`src/rtl/fslam_pkg.sv`:
```
// Shared types and default widths for the FAST keypoint collector.
// Latency: n/a (types and constants only).
// Backpressure: n/a.
package fslam_pkg;

   // Default pipeline geometry and the widths derived from it
   localparam int PIXEL_SCORE_DEPTH_DEF = 13;
   localparam int IMG_WIDTH_DEF         = 640;
   localparam int IMG_HEIGHT_DEF        = 480;
   localparam int FIFO_DEPTH_DEF        = 16;
   localparam int MAX_KP_DEF            = 1024;
   localparam int X_W_DEF               = $clog2(IMG_WIDTH_DEF);
   localparam int Y_W_DEF               = $clog2(IMG_HEIGHT_DEF);
   localparam int CNT_W_DEF             = $clog2(MAX_KP_DEF + 1);

   // Keypoint record at the default geometry; score sits in the top bits.
   // The collector declares the same layout at its own parameterised widths.
   typedef struct packed {
      logic [PIXEL_SCORE_DEPTH_DEF-1:0] score;
      logic [Y_W_DEF-1:0]               y;
      logic [X_W_DEF-1:0]               x;
   } kp_entry_t;

   // Collector frame state
   typedef enum logic [1:0] {
      IDLE   = 2'd0,
      ACTIVE = 2'd1,
      CAPPED = 2'd2
   } kp_state_e;

endpackage

```
`src/rtl/kp_fifo.sv`:
```
// Small synchronous first-word-fall-through FIFO for keypoint records.
// Latency: a push at edge t is visible on head/empty right after t.
// Backpressure: full is registered; pushes while full and pops while empty are ignored.
module kp_fifo #(
   parameter int  DEPTH   = 16,
   parameter type ENTRY_T = logic [31:0]
) (
   input  logic   clk,
   input  logic   rst_n,
   input  logic   push,
   input  ENTRY_T push_data,
   output logic   full,
   input  logic   pop,
   output ENTRY_T head,
   output logic   empty
);

   localparam int PTR_W = $clog2(DEPTH);
   localparam int OCC_W = $clog2(DEPTH + 1);

   ENTRY_T             mem_q [DEPTH];
   logic [PTR_W-1:0]   wr_ptr_q, wr_ptr_d;
   logic [PTR_W-1:0]   rd_ptr_q, rd_ptr_d;
   logic [OCC_W-1:0]   occ_q, occ_d;
   logic               do_push;
   logic               do_pop;

   assign full  = (occ_q == OCC_W'(DEPTH));
   assign empty = (occ_q == '0);
   assign head  = mem_q[rd_ptr_q];

   // Pointer and occupancy update; DEPTH is a power of two so pointers wrap naturally
   always_comb begin
      do_push  = push & ~full;
      do_pop   = pop & ~empty;
      wr_ptr_d = wr_ptr_q + PTR_W'(do_push);
      rd_ptr_d = rd_ptr_q + PTR_W'(do_pop);
      occ_d    = occ_q + OCC_W'(do_push) - OCC_W'(do_pop);
   end

   // Control state register with synchronous reset
   always_ff @(posedge clk) begin
      if (!rst_n) begin
         wr_ptr_q <= '0;
         rd_ptr_q <= '0;
         occ_q    <= '0;
      end else begin
         wr_ptr_q <= wr_ptr_d;
         rd_ptr_q <= rd_ptr_d;
         occ_q    <= occ_d;
      end
   end

   // Storage array; contents are don't-care while the slot is unoccupied
   always_ff @(posedge clk) begin
      if (do_push) begin
         mem_q[wr_ptr_q] <= push_data;
      end
   end

endmodule

```
`src/rtl/keypoint_collector.sv`:
```
// Tags non-zero NMS scores with (x,y), buffers them, caps per frame and reports frame stats.
// Latency: keypoint visible on kp_* the cycle after its beat; frame_done one cycle after the closing beat.
// Backpressure: none upstream; FIFO-full or cap losses are flagged via frame_dropped.
module keypoint_collector
   import fslam_pkg::*;
#(
   parameter  int PIXEL_SCORE_DEPTH = 13,
   parameter  int IMG_WIDTH         = 640,
   parameter  int IMG_HEIGHT        = 480,
   parameter  int FIFO_DEPTH        = 16,
   parameter  int MAX_KP            = 1024,
   localparam int X_W               = $clog2(IMG_WIDTH),
   localparam int Y_W               = $clog2(IMG_HEIGHT),
   localparam int CNT_W             = $clog2(MAX_KP + 1)
) (
   input  logic                         clk,
   input  logic                         rst_n,
   input  logic                         in_valid,
   input  logic                         in_sof,
   input  logic [PIXEL_SCORE_DEPTH-1:0] in_score,
   output logic                         kp_valid,
   input  logic                         kp_ready,
   output logic [X_W-1:0]               kp_x,
   output logic [Y_W-1:0]               kp_y,
   output logic [PIXEL_SCORE_DEPTH-1:0] kp_score,
   output logic                         frame_done,
   output logic [CNT_W-1:0]             frame_kp_count,
   output logic                         frame_dropped,
   output logic                         frame_short
);

   typedef struct packed {
      logic [PIXEL_SCORE_DEPTH-1:0] score;
      logic [Y_W-1:0]               y;
      logic [X_W-1:0]               x;
   } entry_t;

   localparam logic [X_W-1:0]   X_LAST  = X_W'(IMG_WIDTH - 1);
   localparam logic [Y_W-1:0]   Y_LAST  = Y_W'(IMG_HEIGHT - 1);
   localparam logic [CNT_W-1:0] CNT_CAP = CNT_W'(MAX_KP);

   kp_state_e          state_q, state_d;
   logic [X_W-1:0]     x_q, x_d;
   logic [Y_W-1:0]     y_q, y_d;
   logic [CNT_W-1:0]   kp_cnt_q, kp_cnt_d;
   logic               drop_q, drop_d;
   logic               done_q, done_d;
   logic [CNT_W-1:0]   stat_cnt_q, stat_cnt_d;
   logic               stat_drop_q, stat_drop_d;
   logic               stat_short_q, stat_short_d;

   kp_state_e          beat_state;
   logic               beat_en;
   logic [X_W-1:0]     bx;
   logic [Y_W-1:0]     by;
   logic               push;
   entry_t             push_data;
   entry_t             head;
   logic               fifo_full;
   logic               fifo_empty;
   logic               pop;

   assign kp_valid       = ~fifo_empty;
   assign pop            = kp_valid & kp_ready;
   assign kp_x           = kp_valid ? head.x     : '0;
   assign kp_y           = kp_valid ? head.y     : '0;
   assign kp_score       = kp_valid ? head.score : '0;
   assign frame_done     = done_q;
   assign frame_kp_count = stat_cnt_q;
   assign frame_dropped  = stat_drop_q;
   assign frame_short    = stat_short_q;

   // Frame FSM: sof handling first, then the keypoint decision on the resulting state, then raster advance
   always_comb begin
      state_d      = state_q;
      x_d          = x_q;
      y_d          = y_q;
      kp_cnt_d     = kp_cnt_q;
      drop_d       = drop_q;
      done_d       = 1'b0;
      stat_cnt_d   = stat_cnt_q;
      stat_drop_d  = stat_drop_q;
      stat_short_d = stat_short_q;
      beat_en      = 1'b0;
      beat_state   = state_q;
      bx           = x_q;
      by           = y_q;
      push         = 1'b0;

      if (in_valid) begin
         if (in_sof) begin
            // An sof inside a frame closes it as short; the same beat opens the next frame
            if (state_q != IDLE) begin
               done_d       = 1'b1;
               stat_cnt_d   = kp_cnt_q;
               stat_drop_d  = drop_q;
               stat_short_d = 1'b1;
            end
            beat_en    = 1'b1;
            beat_state = ACTIVE;
            bx         = '0;
            by         = '0;
            kp_cnt_d   = '0;
            drop_d     = 1'b0;
         end else if (state_q != IDLE) begin
            beat_en = 1'b1;
         end
      end

      if (beat_en) begin
         state_d = beat_state;
         if (in_score != '0) begin
            if (beat_state == ACTIVE && !fifo_full) begin
               push     = 1'b1;
               kp_cnt_d = kp_cnt_d + CNT_W'(1);
            end else begin
               drop_d = 1'b1;
            end
         end
         if (beat_state == ACTIVE && kp_cnt_d == CNT_CAP) begin
            state_d = CAPPED;
         end
         if (bx == X_LAST) begin
            x_d = '0;
            if (by == Y_LAST) begin
               y_d          = '0;
               state_d      = IDLE;
               done_d       = 1'b1;
               stat_cnt_d   = kp_cnt_d;
               stat_drop_d  = drop_d;
               stat_short_d = 1'b0;
            end else begin
               y_d = by + Y_W'(1);
            end
         end else begin
            x_d = bx + X_W'(1);
            y_d = by;
         end
      end
   end

   assign push_data = '{score: in_score, y: by, x: bx};

   // State, raster position, per-frame counters and held stats
   always_ff @(posedge clk) begin
      if (!rst_n) begin
         state_q      <= IDLE;
         x_q          <= '0;
         y_q          <= '0;
         kp_cnt_q     <= '0;
         drop_q       <= 1'b0;
         done_q       <= 1'b0;
         stat_cnt_q   <= '0;
         stat_drop_q  <= 1'b0;
         stat_short_q <= 1'b0;
      end else begin
         state_q      <= state_d;
         x_q          <= x_d;
         y_q          <= y_d;
         kp_cnt_q     <= kp_cnt_d;
         drop_q       <= drop_d;
         done_q       <= done_d;
         stat_cnt_q   <= stat_cnt_d;
         stat_drop_q  <= stat_drop_d;
         stat_short_q <= stat_short_d;
      end
   end

   kp_fifo #(
      .DEPTH   (FIFO_DEPTH),
      .ENTRY_T (entry_t)
   ) u_kp_fifo (
      .clk       (clk),
      .rst_n     (rst_n),
      .push      (push),
      .push_data (push_data),
      .full      (fifo_full),
      .pop       (pop),
      .head      (head),
      .empty     (fifo_empty)
   );

endmodule

```
`config.mk`:
```
export PLATFORM = sky130hd
export DESIGN_NAME = keypoint_collector
export DESIGN_NICKNAME = d
export VERILOG_FILES = /design/src/rtl/fslam_pkg.sv /design/src/rtl/kp_fifo.sv /design/src/rtl/keypoint_collector.sv
export SDC_FILE = /design/constraint.sdc
export NUM_CORES = 1
export LEC_CHECK = 0
export BUFFER_PORTS_ARGS = -buffer_cell sky130_fd_sc_hd__buf_2
export CELL_PAD_IN_SITES_DETAIL_PLACEMENT = 1
export CELL_PAD_IN_SITES_GLOBAL_PLACEMENT = 1
export CORE_ASPECT_RATIO = 0.8
export CORE_MARGIN = 5
export CORE_UTILIZATION = 45
export CTS_CLUSTER_DIAMETER = 200
export DETAILED_ROUTE_END_ITERATION = 12
export PLACE_DENSITY = 0.75
export SETUP_SLACK_MARGIN = 0.5
export SKIP_CTS_REPAIR_TIMING = 1
export SYNTH_ARGS = -nofsm -noshare
export SYNTH_HDL_FRONTEND = slang
export SYNTH_SLANG_ARGS = --single-unit
```
`constraint.sdc`:
```
create_clock -name clk -period 5.98 [get_ports clk]
set_input_delay 0 -clock clk [delete_from_list [all_inputs] [get_ports clk]]
set_output_delay 0 -clock clk [all_outputs]
set_load 0.01 [all_outputs]
```
* After elaboration in Yosys (flattened, before gate mapping)
Memory sizes are Yosys's and may differ from the RTL's. A register that Yosys moved wholly into a read port is not among the register bits. Cells that the tools add are included.
Word-level totals: register bits after elaboration 60, memory bits (writable) 512, bits of input ports 18, word-level logic and storage cells 94, memories kept 1
Memory list:
- u_kp_fifo.mem_q | words 16, bits a word 32, read ports 1, clocked after Yosys merged registers in 1, wr ports 1, RTL line kp_fifo.sv:21 | ENTRY_T mem_q [DEPTH];
Operators by class: $add $sub $neg 7, equal/unequal tests 5, multiplexer cells 58, bitwise logic cells 5, reductions and logical operators 6
Operators with widths (count):
- $mux W11 | 12
- $mux W9 | 5
- $mux W10 | 4
- $mux W1 | 30
- $mux W13 | 1
- $reduce_bool A13 Y1 | 1
- $add A11 B1 Y11 const B | 1
- $eq A11 B11 Y1 const B | 1
- $add A10 B1 Y10 const B | 1
- $eq A10 B10 Y1 const B | 1
- $mux W2 | 5
- $add A9 B1 Y9 const B | 1
- $eq A9 B9 Y1 const B | 1
- $add A4 B1 Y4 | 2
- $add A5 B1 Y5 | 1
- $eq A5 B5 Y1 const B | 1
- $logic_not A5 Y1 | 1
- $sub A5 B1 Y5 | 1
- $mux W4 | 1
- $and A1 B1 Y1 | 3
- $eq A2 B1 Y1 const B | 1
- $logic_and A1 B1 Y1 | 2
- $not A1 Y1 | 2
- $reduce_bool A2 Y1 | 1
- $logic_not A1 Y1 | 1

* Longest topological paths before layout
word-level depth 12, depth in mapped cells 14, depth with buffers taken out 14

* Cells and area by module
From an unflattened synthesis, not the netlist that was laid out.
Second synthesis, totals: cells, all modules 1405, area total of the unflattened synthesis 23209.8 um^2
By module, submodules not included:
- kp_fifo | instances 1, cells each 1010, area an instance 20312.0 um^2
- keypoint_collector | instances 1, cells each 395, area an instance 2897.8 um^2

* Worst setup path after synthesis
No wires, ideal clock.
kind register to register, start register u_kp_fifo.occ_q[2], end memory u_kp_fifo.mem_q[2][0] in the netlist's numbering (enable), data arrival time 3.920 ns, required time 5.519 ns, slack 1.599 ns, stages on the path, launching flop included 9, path buffers 0, period minus slack after synthesis 4.381 ns, path through dfxtp_1 inv_1 ha_1 nor4bb_1 a21oi_1 nand2_1 nor2_1 nand3b_1 nor3_1
On the way: word-level cells in the longest chain between the ends 9, elaborated cells on any way between the ends 10
RTL lines:
- from (decl) | RTL line kp_fifo.sv:24 | logic [OCC_W-1:0] occ_q, occ_d;
- from (signal assigned) | RTL line kp_fifo.sv:46 | occ_q <= '0;
- from (signal assigned) | RTL line kp_fifo.sv:50 | occ_q <= occ_d;
- $eq A5 B5 Y1 * | RTL line kp_fifo.sv:28 | assign full = (occ_q == OCC_W'(DEPTH));
- $logic_not A1 Y1 | RTL line keypoint_collector.sv:113 | if (beat_state == ACTIVE && !fifo_full) begin
- $logic_and A1 B1 Y1 | RTL line keypoint_collector.sv:113
- $mux W1 | RTL line keypoint_collector.sv:113
- $mux W1 | RTL line keypoint_collector.sv:112 | if (in_score != '0) begin
- $mux W1 | RTL line keypoint_collector.sv:110 | if (beat_en) begin
- $and A1 B1 Y1 * | RTL line kp_fifo.sv:34 | do_push = push & ~full;
- $mux W1 * | RTL line kp_fifo.sv:56 | if (do_push) begin
- $mux W1 (not written as such) * | RTL line kp_fifo.sv:57 | mem_q[wr_ptr_q] <= push_data;
- to (decl) | RTL line kp_fifo.sv:21
Mark *: on every way between the ends. The rest lies on a longest branch, timed or not.

* Worst setup path after layout
start input port in_valid, end register state_q[1]
On the way: elaborated cells on any way between the ends 18
RTL lines:
- from (decl) | RTL line keypoint_collector.sv:18 | input logic in_valid,
- $mux W10 | RTL line keypoint_collector.sv:90 | if (in_valid) begin
- named net bx[0] | RTL line keypoint_collector.sv:54 | logic [X_W-1:0] bx;
- $eq A10 B10 Y1 | RTL line keypoint_collector.sv:123 | if (bx == X_LAST) begin
- $mux W2 | RTL line keypoint_collector.sv:123
- to (signal assigned) | RTL line keypoint_collector.sv:157 | state_q <= state_d;
- to (decl) | RTL line keypoint_collector.sv:42 | kp_state_e state_q, state_d;
The timed path passes the listed nets, and every way through them passes these cells. The select of a mux whose other input is x is not followed. A chain may end at the register's enable or synchronous reset.

==> impl_summary.log <==
INFO  metric grt_first_pass_wirelength = between 80000 and 90000 µm
INFO  metric async_flop_share = 0%
INFO  metric hp-class = in -> reg
INFO  metric detailedRoute.firstPassIterationCount = 5
INFO  metric cts-root-buf = sky130_fd_sc_hd__clkbuf_16
INFO  metric clock_insertion_delay_worst_skew = 0.60 ns
INFO  metric clock_skew = 0.01151 ns
INFO  metric cap_viol_max_count = 0
INFO  metric fillerInstances = 4674
INFO  metric number_of_pins_exceeding_their_max_slew_limit_in_the_final_report = 0
INFO  metric grt.met3_usage = 3.422%
INFO  metric chipHeight = around 210 µm
INFO  metric yosysWarningCount = 0
INFO  metric worstPathMaxFanout = 36
INFO  metric cts.clk_slew.worst_paths = 0.06 ns
INFO  metric tritoncts_clock_tree = built
INFO  metric antenna-diode-count = 0
INFO  metric largest_net_degree_at_the_start_of_global_routing = 103
INFO  metric routabilityCongestion = 0.7852
INFO  metric cts_made_buffers = 55
INFO  metric whs = -0.0004560 ns
INFO  metric track_usage = 19.10%
INFO  metric starting_utilization_of_the_core_area = 45.12%
INFO  metric antenna_violating_nets_post_route = 0
INFO  metric worst_ir_drop_on_vdd = between 0.2 and 0.3 mV
INFO  metric grt_antenna_before_repair = 0
INFO  metric nets = 1325
INFO  metric die-area = 55520 µm²
INFO  metric ys_types = between 60 and 70
INFO  metric grt_pass1_vias = roughly 13k
INFO  metric die_width = 262.2 µm
INFO  metric violations = hold timing
INFO  metric number_of_register_bits_inferred_by_synthesis = around 570
INFO  metric post-route-min-period = 4.174 ns
INFO  metric cp-start-kind = primary input
INFO  metric layout.area.seq = 16590 µm²
INFO  metric clk_path_buf_depth = 3
INFO  metric routed_wire_length_per_instance = 25.83 µm
INFO  metric grt.met2_usage = 31.10%
INFO  metric final-instance-count-excl-fill = 2023
INFO  metric timing.fmax = 0.2396 GHz
INFO  metric clock_sink_count = 572
INFO  metric syn_area = between 20000 and 25000 µm²
INFO  metric final-hold-violation-count = 1
INFO  metric layout_worst_path_cycle_share = a little over two thirds
INFO  metric setup_viol = 0
INFO  metric clock_tree.htree_level_count = 2
INFO  metric global_route.usage.met1 = 27.67%
INFO  metric setup_repair_after_global_routing_missed_its_margin = no
INFO  metric remaining_drc_errors = 0
INFO  metric worstSetupEndpointType = register
INFO  metric max_slew.worst_pin.slew = 1.258 ns
INFO  metric core-area = 50740 µm²
INFO  metric place_inst = 1903
INFO  metric worst_slack_setup_final = ~1.8 ns
INFO  metric cellPowerDensity = 373.9 nW/µm²
INFO  metric number_of_instances_in_the_synthesized_netlist = 1195
INFO  metric synth_fp_nets = 1226
INFO  metric detailroute.via_count = around 12k
INFO  metric run_status = finished with violations
INFO  metric pre_cts_slack = 2.128 ns
INFO  metric detailed_place_hpwl = approximately 32000 µm
INFO  metric rows = 74
INFO  metric grt_most_used_layer = met2
INFO  metric dominantRegCellSynth = sky130_fd_sc_hd__edfxtp_1
INFO  metric critPathRequiredTime = 6.46 ns
INFO  metric port-buffer-count = 64
INFO  metric via_per_inst = 5.745
INFO  metric layout.core_utilization = between 50% and 60%
INFO  metric gr-total-overflow = 0
INFO  metric timing.setup.critical_path_class = in -> reg
INFO  metric timing.critical_path.arrival = 4.65 ns
INFO  metric floorplan.io_pins = 65
INFO  metric synth-seq-area-share = 72.40%
INFO  metric route.final.wire_length = around 52000 µm
INFO  metric totalNegativeSetupSlack = 0 ns
INFO  metric multiInputGateArea = 6105 µm²
INFO  metric mean_post_synth_cell_area = around 19 µm²
INFO  metric drtIter0Drc = between 1k and 1.5k
INFO  metric synthToLayoutAreaGrowth = 14.11%
INFO  metric leakagePower = approximately 0.0084 µW
INFO  metric slew-limit-headroom = 15.93%
INFO  metric synth_edf_count = 512
INFO  metric drive_gt1_share = 26.81%
[registers in the layout (all words and copies together), names as in the netlist]
name	count
u_kp_fifo.mem_q	512
frame_kp_count	11
kp_cnt_q	11
x_q	10
y_q	9
u_kp_fifo.occ_q	5
u_kp_fifo.rd_ptr_q	4
u_kp_fifo.wr_ptr_q	4
state_q	2
drop_q	1
frame_done	1
frame_dropped	1
frame_short	1
[metrics by stage]
stage	power (µW)	instance area, µm²
finish	9767	26130
global route	10200	26130
CTS	9879	25940
detailed placement	6351	24110
global placement	6330	24110
floorplan	5800	22890
[critical path: stages]
cell	delay [ns]
sky130_fd_sc_hd__dlygate4sd3_1	0.55
sky130_fd_sc_hd__buf_2	0.18
sky130_fd_sc_hd__nand2_2	0.50
sky130_fd_sc_hd__and2_1	0.62
sky130_fd_sc_hd__ha_1	0.32
sky130_fd_sc_hd__and4_1	0.27
sky130_fd_sc_hd__and4_1	0.28
sky130_fd_sc_hd__and4_1	0.48
sky130_fd_sc_hd__o31ai_1	0.12
sky130_fd_sc_hd__nand3_1	0.10
sky130_fd_sc_hd__dlygate4sd3_1	0.56
sky130_fd_sc_hd__o21ai_0	0.07
sky130_fd_sc_hd__dlygate4sd3_1	0.57
[layer usage]
layer	wire length (µm)	share of wire (%)
met1	23220	44
met3	2636	5.0
met2	25750	49
met4	643	1.2
met5	0	0
[synth_stat cells (8+ instances only)]
cell / n / area share (%)
sky130_fd_sc_hd__nand3_1: 22 / 0.48
sky130_fd_sc_hd__buf_2: 15 / 0.33
sky130_fd_sc_hd__nand2_1: 43 / 0.70
sky130_fd_sc_hd__nor2_1: 56 / 0.92
sky130_fd_sc_hd__edfxtp_1: 512 / 67
sky130_fd_sc_hd__xor2_1: 12 / 0.46
sky130_fd_sc_hd__inv_1: 14 / 0.23
sky130_fd_sc_hd__dfxtp_1: 60 / 5.2
sky130_fd_sc_hd__a21oi_1: 27 / 0.59
sky130_fd_sc_hd__ha_1: 12 / 0.66
sky130_fd_sc_hd__and2_1: 59 / 1.6
sky130_fd_sc_hd__or3_1: 8 / 0.22
sky130_fd_sc_hd__o21ai_0: 25 / 0.55
sky130_fd_sc_hd__nand4_1: 12 / 0.33
sky130_fd_sc_hd__clkbuf_1: 41 / 0.67
sky130_fd_sc_hd__mux4_2: 160 / 16
sky130_fd_sc_hd__nor3_1: 12 / 0.26
[where the power goes]
part / internal (µW) / leakage, µW / total (µW) / switching [µW]
clock: 2060 / 0.000885 / 3530 / 1470
combinational: 930 / 0.00218 / 1780 / 848
sequential: 4360 / 0.00534 / 4460 / 97.4
[cells by family after synthesis]
logic type	Yosys count	synth area share (%)
adder cells (fa/ha/maj)	13	0.7432
AND/OR/NAND/NOR	256	6.230
XOR/XNOR	19	0.7269
buffers and inverters	77	1.415
multiplexers	164	15.93
flip-flops	572	72.40
AO/OA/AOI/OAI	94	2.558
[path summary, 6_finish.rpt]
check / start / end / slack [ns] / cells past startpoint
worst max register to register: u_kp_fifo.occ_q[2]$_SDFF_PN0_ / u_kp_fifo.mem_q[7][20]$_DFFE_PP_ / 2.10 / 8
worst min register to register: frame_kp_count[4]$_SDFF_PN0_ / frame_kp_count[4]$_SDFF_PN0_ / 0.49 / 2
worst max-delay path: in_valid / state_q[1]$_SDFFE_PN0P_ / 1.81 / 13
worst min-delay path: kp_ready / u_kp_fifo.rd_ptr_q[0]$_SDFF_PN0_ / -0.0005 / 4
[placed cells by master (no fill, tap or decap), drive strengths merged, types with 4 or more instances in the layout]
cell and instances:
edfxtp 512, mux4 160, buf 86, clkbuf 66
and2 60, dfxtp 60, nor2 56, nand2 44
a21oi 28, o21ai 26, nand3 23, clkinv 23
dlygate4sd3 18, inv 17, nand4 13, nor3 13
xor2 12, ha 12, or3 8, bufinv 8
nor4 8, xnor2 7, a31oi 6, nand3b 5
and4 5, and3 5, o31ai 5, nand2b 4
[final cells by class]
cell class | instances | share of cell area (%)
Multi-Input combinational cell | 546 | 23.37
Tap cell | 684 | 3.276
Sequential cell | 572 | 63.49
Clock inverter | 36 | 1.504
Clock buffer | 66 | 5.508
Inverter | 15 | 0.2155
Timing Repair Buffer | 104 | 2.644
(Power assumes the default switching activity.)
